===== config.mk =====
export PLATFORM = sky130hd
export DESIGN_NAME = uart_rx_word_ctrl
export DESIGN_NICKNAME = d
export VERILOG_FILES = /design/src/rtl/uart_rx_word_ctrl.sv
export SDC_FILE = /design/constraint.sdc
export NUM_CORES = 1
export LEC_CHECK = 0
export CORE_MARGIN = 2
export CORE_UTILIZATION = 44
export DETAILED_ROUTE_END_ITERATION = 10
export GPL_TIMING_DRIVEN = 1
export PLACE_DENSITY_LB_ADDON = 0.15
export SLEW_MARGIN = 25
export SYNTH_ARGS = -nofsm -noshare
export SYNTH_HDL_FRONTEND = slang
export SYNTH_SLANG_ARGS = --single-unit

===== constraint.sdc =====
create_clock -name clk -period 1.4 [get_ports clk]
set_input_delay 0.35 -clock clk [delete_from_list [all_inputs] [get_ports clk]]
set_output_delay 0.35 -clock clk [all_outputs]
set_load 0.01 [all_outputs]

===== src/rtl/uart_rx_word_ctrl.sv =====
// uart_rx_word_ctrl
//   Collects the bit stream from the UART bit receiver into bytes, then into
//   WORD_BYTES-wide words, and presents each word on a valid/ready handshake.
//   Bits arrive LSB-first. The first received bit ends up in word_data[0].
//
// Optional feature (macro UART_RX_WORD_TIMEOUT_EN):
//   When defined, an inter-bit timeout counts baud_tick while a word is
//   partially collected. When it expires, the partial word is dropped and
//   frame_err and rx_rst each pulse for one cycle.
//   When undefined, frame_err and rx_rst are tied low and a partial word
//   waits indefinitely.
//
// Ports
//   clk, rst     : system clock, asynchronous active-high reset
//   baud_tick    : 16x baud strobe (timeout time base)
//   bit_ready    : one-cycle pulse; bit_data valid in the same cycle
//   bit_data     : received bit
//   word_ready   : consumer accepts word
//   overrun_clr  : clears sticky overrun
//   word_valid   : word_data holds a complete word
//   word_data    : assembled word, first byte in the least-significant byte
//   byte_done    : one-cycle pulse after each completed byte
//   rx_rst       : one-cycle reset pulse to the bit receiver
//   frame_err    : one-cycle pulse when a partial word is dropped
//   overrun      : sticky; a bit arrived while a word was held
//   busy         : high in COLLECT or HOLD
module uart_rx_word_ctrl #(
  parameter int WORD_BYTES    = 4,
  parameter int TIMEOUT_TICKS = 480
) (
  input  logic                    clk,
  input  logic                    rst,
  input  logic                    baud_tick,
  input  logic                    bit_ready,
  input  logic                    bit_data,
  input  logic                    word_ready,
  input  logic                    overrun_clr,
  output logic                    word_valid,
  output logic [8*WORD_BYTES-1:0] word_data,
  output logic                    byte_done,
  output logic                    rx_rst,
  output logic                    frame_err,
  output logic                    overrun,
  output logic                    busy
);

  localparam int WW = 8 * WORD_BYTES;
  localparam int CW = $clog2(WW + 1);
  localparam logic [CW-1:0] LAST = CW'(WW - 1);

  typedef enum logic [1:0] {IDLE, COLLECT, HOLD} state_t;

  state_t          state, nxt_state;
  logic [CW-1:0]   cnt, nxt_cnt;
  logic [WW-1:0]   sr;
  logic            shift_en, ovr_set, byte_set, xfer, timeout_hit;

  assign word_valid = (state == HOLD);
  assign busy       = (state != IDLE);
  assign word_data  = sr;
  assign xfer       = word_valid & word_ready;

  // A byte completes whenever an accepted bit leaves the count on a multiple
  // of 8; the word-complete wrap to 0 counts as one too.
  assign byte_set = shift_en & (nxt_cnt[2:0] == 3'd0);

  always_comb begin
    nxt_state = state;
    nxt_cnt   = cnt;
    shift_en  = 1'b0;
    ovr_set   = 1'b0;
    case (state)
      IDLE: begin
        if (bit_ready) begin
          shift_en  = 1'b1;
          nxt_cnt   = CW'(1);
          nxt_state = COLLECT;
        end
      end
      COLLECT: begin
        // A bit always beats a coincident timeout.
        if (bit_ready) begin
          shift_en = 1'b1;
          if (cnt == LAST) begin
            nxt_cnt   = '0;
            nxt_state = HOLD;
          end else begin
            nxt_cnt = cnt + CW'(1);
          end
        end else if (timeout_hit) begin
          nxt_cnt   = '0;
          nxt_state = IDLE;
        end
      end
      HOLD: begin
        if (xfer) begin
          // A bit arriving with the transfer starts the next word.
          if (bit_ready) begin
            shift_en  = 1'b1;
            nxt_cnt   = CW'(1);
            nxt_state = COLLECT;
          end else begin
            nxt_state = IDLE;
          end
        end else if (bit_ready) begin
          // Word is held; the bit is dropped and flagged.
          ovr_set = 1'b1;
        end
      end
      default: begin
        nxt_state = IDLE;
        nxt_cnt   = '0;
      end
    endcase
  end

  always_ff @(posedge clk or posedge rst) begin
    if (rst) begin
      state     <= IDLE;
      cnt       <= '0;
      sr        <= '0;
      byte_done <= 1'b0;
      overrun   <= 1'b0;
    end else begin
      state     <= nxt_state;
      cnt       <= nxt_cnt;
      byte_done <= byte_set;
      if (shift_en) sr <= {bit_data, sr[WW-1:1]};
      // Set wins over a coincident clear.
      if (ovr_set)          overrun <= 1'b1;
      else if (overrun_clr) overrun <= 1'b0;
    end
  end

`ifdef UART_RX_WORD_TIMEOUT_EN
  localparam int TW = $clog2(TIMEOUT_TICKS + 1);
  localparam logic [TW-1:0] TMAX = TW'(TIMEOUT_TICKS);

  logic [TW-1:0] tcnt;

  assign timeout_hit = (state == COLLECT) && !bit_ready && (tcnt == TMAX);

  always_ff @(posedge clk or posedge rst) begin
    if (rst) begin
      tcnt      <= '0;
      frame_err <= 1'b0;
      rx_rst    <= 1'b0;
    end else begin
      frame_err <= timeout_hit;
      rx_rst    <= timeout_hit;
      // Every entry into COLLECT comes with a bit_ready, so clearing outside
      // COLLECT and on each bit also covers the state-entry clear.
      if (state != COLLECT || bit_ready || timeout_hit)
        tcnt <= '0;
      else if (baud_tick && tcnt != TMAX)
        tcnt <= tcnt + TW'(1);
    end
  end
`else
  logic unused_baud_tick;
  assign unused_baud_tick = baud_tick;
  assign timeout_hit      = 1'b0;
  assign frame_err        = 1'b0;
  assign rx_rst           = 1'b0;
`endif

endmodule

After elaboration in Yosys (flattened, before gate mapping). Index checks and enable logic that the tools add are counted.

Bits in registers: 42. Logic and storage cells: 41. Input port bits: 7. Output and inout port bits: 38.

$add $sub $neg: 1. Equality and inequality tests: 7. Multiplexer cells: 18. Bitwise operators: 2. Reduce and logical (&&, ||, !) cells: 7.

Operators by type and width (count): 6-bit 2-to-1 mux (4); 6-bit case mux with 3 select lines (1); 2-bit 2-to-1 mux (4); 1-bit 2-to-1 mux (7); 6-bit by 1-bit adder with 6-bit output, second input constant (1); 6-bit by 5-bit equality test with 1-bit output, second input constant (1); 2-bit != test, second input constant (3); 2-bit case mux with 3 select lines (1); 4-bit AND reduction (1); 2-bit nonzero test (2); 3-bit logical NOT (1); 1-bit AND (2); 2-bit by 1-bit equality test with 1-bit output, second input constant (1); 2-bit equality test, second input constant (1); 2-bit logical NOT (1); 2-bit by 1-bit != test with 1-bit output, second input constant (1); 1-bit case mux with 2 select lines (1); 2-bit AND reduction (1); 2-bit OR reduction (1).

Depth between registers and ports, before layout.
Depth after elaboration: 6. Gate-level depth with buffers: 6. Depth with buffers taken out: 5.

Worst setup path before layout. Ideal clock, no wire load.

Kind: register to register. From: register state[0]. To: register sr[0] (netlist: word_data[0]). Cell stages (with the launch flop): 6. Setup time: 0.125 ns. Arrival: 1.223 ns. Slack: 0.052 ns. Data required time: 1.275 ns. Path through: dfrtp_1 > o21ai_2 > and2_1 > buf_6 > buf_6 > mux2_4.

Word-level cells in the longest chain between the ends: 4. Elaborated cells on any way between the ends: 7.

RTL lines: from (decl) (RTL line 53) `state_t state, nxt_state;`; from (signal assigned) (RTL line 125) `state <= nxt_state;`; 2-bit equality test (RTL line 58, 72); 1-bit AND (RTL line 61) `assign xfer = word_valid & word_ready;`; 1-bit 2-to-1 mux (RTL line 96) `if (xfer) begin`; 1-bit case mux with 2 select lines (*) (RTL line 72) `case (state)`; to (signal assigned) (RTL line 128) `if (shift_en) sr <= {bit_data, sr[WW-1:1]};`; to (decl) (RTL line 55) `logic [WW-1:0] sr;`.

Mark *: on every way between the ends. The rest lies on a longest branch, timed or not. A chain may end at the register's enable or synchronous reset.

Worst setup path in the final report.
From: register state[1]. To: output port busy.

Word-level cells in the longest chain between the ends: 1.

RTL lines: 2-bit nonzero test (RTL line 59) `assign busy = (state != IDLE);`; to (decl) (RTL line 44) `output logic busy`.

Every way passes these cells.

==> run summary <==
LOGIC SYNTHESIS
-----------------------------------------------------------------------------------------------------
Post-synthesis async set-or-reset flop share                                                     1.00
Synthesized flop and latch total                                                                   42
EDFF count, synth                                                                                   0
Average cell area after synthesis                                                           13.9 um^2
Post-synthesis share of cell area spent on full adders, half adders and majority gates        0.00647
Share of the synthesized area in compound gates (AO/OA/AOI/OAI)                                0.0757
Cell count after synthesis                                                                        139
Library cell occupying the most area in the post-synthesis netlist                            dfrtp_1
Multiplexer share of the synthesized area                                                       0.245
Total number of yosys warnings                                                                      0
Yosys cell types                                                                                   32
Fraction of synthesized cell area in xor and xnor cells                                       0.00453
Cell area after technology mapping                                                          1930 um^2
Primary FF master, synth                                                                      dfrtp_1
Sequential area share after synthesis                                                           0.543
Largest family of logic cells by synthesized area                                        multiplexers
Area share of the largest cell type after synthesis                                             0.543
Top area cells in the synthesized netlist                                                dfrtp_1 54%, mux2_4 23%, buf_6 2.3%
Post-synthesis share of cell area spent on and, or, nand and nor gates                         0.0770

WORST SETUP PATH
-----------------------------------------------------------------------------------------------------
Nature of the critical path startpoint                                                       register
Startpoint of the worst register-to-register path                                            state[0]
Worst-path maximum fanout                                                                           4
WS Path Type                                                                                  reg2out
Kind of capture point of the worst setup path                                            primary output
R2r setup slk                                                                                -0.10 ns
Launching instance or port of the critical path                                              state[1]
Required time of the critical path                                                            1.05 ns
CP arrival                                                                                    1.16 ns

POWER
-----------------------------------------------------------------------------------------------------
Combinational cell fraction of total power                                                      0.407
Peak ir drop on the vdd network                                                              0.687 mV
Portion of total power attributed to sequential cells                                           0.429
Part of the total power dissipated in the clock network                                         0.164
Switching share of power                                                                        0.320
Internal Dissipation                                                                        0.00332 W
Standby leakage power                                                                         1.37 nW
Cell area power density                                                                  1810 nW/um^2
Switching pwr                                                                               0.00157 W

ROUTING
-----------------------------------------------------------------------------------------------------
First DRT Iteration DRCs                                                                          109
Post-DR wirelength/cell                                                                       15.2 um
Number of vias per cell                                                                          5.14
WL final                                                                                      3940 um
Total number of vias                                                                            1,331
Total iterations of the first detailed-routing run                                                  4
Post-route DRC violation count                                                                      0
Remaining antenna violation count after routing                                                     0

TIMING
-----------------------------------------------------------------------------------------------------
Final Max Tran Viols                                                                                0
Peak Freq                                                                                     664 MHz
Worst setup margin                                                                          -0.106 ns
Part of the cycle the worst path needs                                                           1.08
Setup violation total in the final timing report                                                   35
Hold Violations, Final                                                                              0
Unrepaired setup endpoints after global routing                                                   yes
Setup Total Neg Slack                                                                        -2.64 ns
Post-layout minimum cycle time                                                                1.51 ns
Worst Clk Skew                                                                             0.00709 ns

CLOCK NETWORK
-----------------------------------------------------------------------------------------------------
Number of sinks driven by the clock tree                                                           42
CTS tree                                                                                         done
Clock latency of the later-clocked register in the worst-skew pair                            0.29 ns
Root Buffer Master                                                                           clkbuf_8
Buffers from clock root to sink, at most                                                            2
Clock slew at the register clock pins of the worst setup and hold paths                       0.08 ns
CTS H-tree depth                                                                                    2
TritonCTS buffer count                                                                              5

STATUS
-----------------------------------------------------------------------------------------------------
Failing checks                                                                           negative setup slack
Run status                                                                               finished, violations left

LAYOUT
-----------------------------------------------------------------------------------------------------
Final cell utilization of the core                                                              0.628
Number of standard cells in the final layout excluding fillers                                    259
Total inserted antenna cells                                                                        0
Final-stage net count                                                                             214
Area Growth Syn to Fin                                                                          39.3%
Ratio of cells with drive above 1 in the final layout                                           0.396

GLOBAL ROUTING
-----------------------------------------------------------------------------------------------------
Largest net degree at the start of global routing                                                  43
GRT Overall Usage                                                                               0.170
First-pass GRT wire length                                                                    6470 um
Via count of the first global-routing pass                                                      1,305
Total grt overflow                                                                                  0
Initial antenna violation count                                                                     0

PLACE
-----------------------------------------------------------------------------------------------------
HPWL after detailed placement                                                                 2650 um
Placed Cells                                                                                      245
Number of buffer cells added on primary ports                                                      41
Final weighted congestion of routability-driven global placement                                0.852

FLOORPLAN
-----------------------------------------------------------------------------------------------------
Num ports                                                                                          45
Rows                                                                                               24
Horizontal die dimension                                                                      70.3 um
Placeable core region                                                                       4290 um^2
Total Die Area                                                                              4940 um^2
Chip Height                                                                                   70.3 um
Initial Utilization                                                                             0.450

MIN PATH
-----------------------------------------------------------------------------------------------------
Type of the most critical hold path                                                          in2async

FLOW RUN
-----------------------------------------------------------------------------------------------------
Max-cap violation count                                                                             0

## critical path, cell delays in order, from the launching register on
cell     delay (ns)
dfrtp_1        0.42
or2_2          0.32
buf_6          0.12
## layout by cell type (no fill, tap or decap), types with 2 or more instances in the layout
master / count
dfrtp_1: 41
dlygate4sd2_1: 34
mux2_4: 32
buf_4: 20
nand2_1: 6
o21ai_0: 6
clkbuf_8: 6
nor2_1: 5
buf_6: 5
clkdlybuf4s50_1: 4
a32o_1: 3
a21oi_1: 3
inv_2: 2
nand3_1: 2
a21oi_2: 2
a21o_1: 2
a31oi_1: 2
nor2b_1: 2
inv_1: 2
conb_1: 2
buf_12: 2
## kinds of logic after synthesis
logic type,Yosys count
xor gates and xnor gates,1
AOI/OAI and AO/OA,22
adders and majority gates,1
other,1
muxes,32
buffers and inverters,13
and+or+nand+nor,27
DFF,42
## sequential cells by signal, summed over array words and instances, names as in the netlist
register   cells
byte_done      1
overrun        1
cnt            6
word_data     32
state          2
## power groups by stage
| stage | Clock, W | Sequential (W) | Combinational [W] |
|---|---|---|---|
| after CTS | 0.000825 | 0.00211 | 0.00195 |
| after global placement | 0 | 0.00211 | 0.00214 |
| after floorplan | 0 | 0.00223 | 0.000967 |
| final | 0.000803 | 0.00210 | 0.00199 |
| after detailed placement | 0 | 0.00214 | 0.00218 |
| after global routing | 0.000882 | 0.00218 | 0.00214 |
## layer usage
layer / track usage / wire (um)
met5: 0 / 0
met4: 0.0662 / 73
met2: 0.262 / 1940
met3: 0.0447 / 159
met1: 0.228 / 1760
## worst paths after layout
| kind | end | cells after the start |
|---|---|---|
| max | busy | 2 |
| min | word_data[3] | 3 |
| max reg2reg | word_data[31] | 5 |
| min reg2reg | cnt[5] | 1 |
| max in group asynchronous | state[0] | 3 |
| min in group clk | state[0] | 5 |
## cell type report
class	instances	area [um^2]
inverter	4	15.0
tap	52	65.1
clock inverter	1	5.00
fill	363	1600
multi-input combinational	85	835
timing repair buffer	68	637
sequential	42	1050
clock buffer	7	86.3
## Yosys cell counts, types with 2 or more instances
cell type	n
dfrtp_1	42
mux2_4	30
nand2_1	7
o21ai_0	7
nor2_1	6
a21oi_1	5
buf_6	4
a32o_1	3
buf_2	3
inv_1	3
a21o_1	2
a31oi_1	2
and2_1	2
buf_4	2
mux2_2	2
nand3_1	2
nor2b_1	2
## stage by stage
step                      setup slack, ns  power [W]  hold slack (ns)  instance area [um^2]
after floorplan                    0.0518    0.00320            0.458                  1940
after global placement             -0.433    0.00425            0.477                  2520
after detailed placement           -0.479    0.00432            0.487                  2520
after CTS                          -0.158    0.00488            0.417                  2610
after global routing               -0.149    0.00520            0.448                  2700
final                              -0.106    0.00489            0.409                  2700
## what timing repair did
action | in CTS | in global routing
pin swaps | 1 | 3
hold buffers | 0 | 0
gates resized for setup | 48 | 15
endpoints found under the setup margin | 69 | 40
buffers inserted | 4 | 2
cloned | 0 | 1
Note: power is estimated with default switching activity, not from simulation.
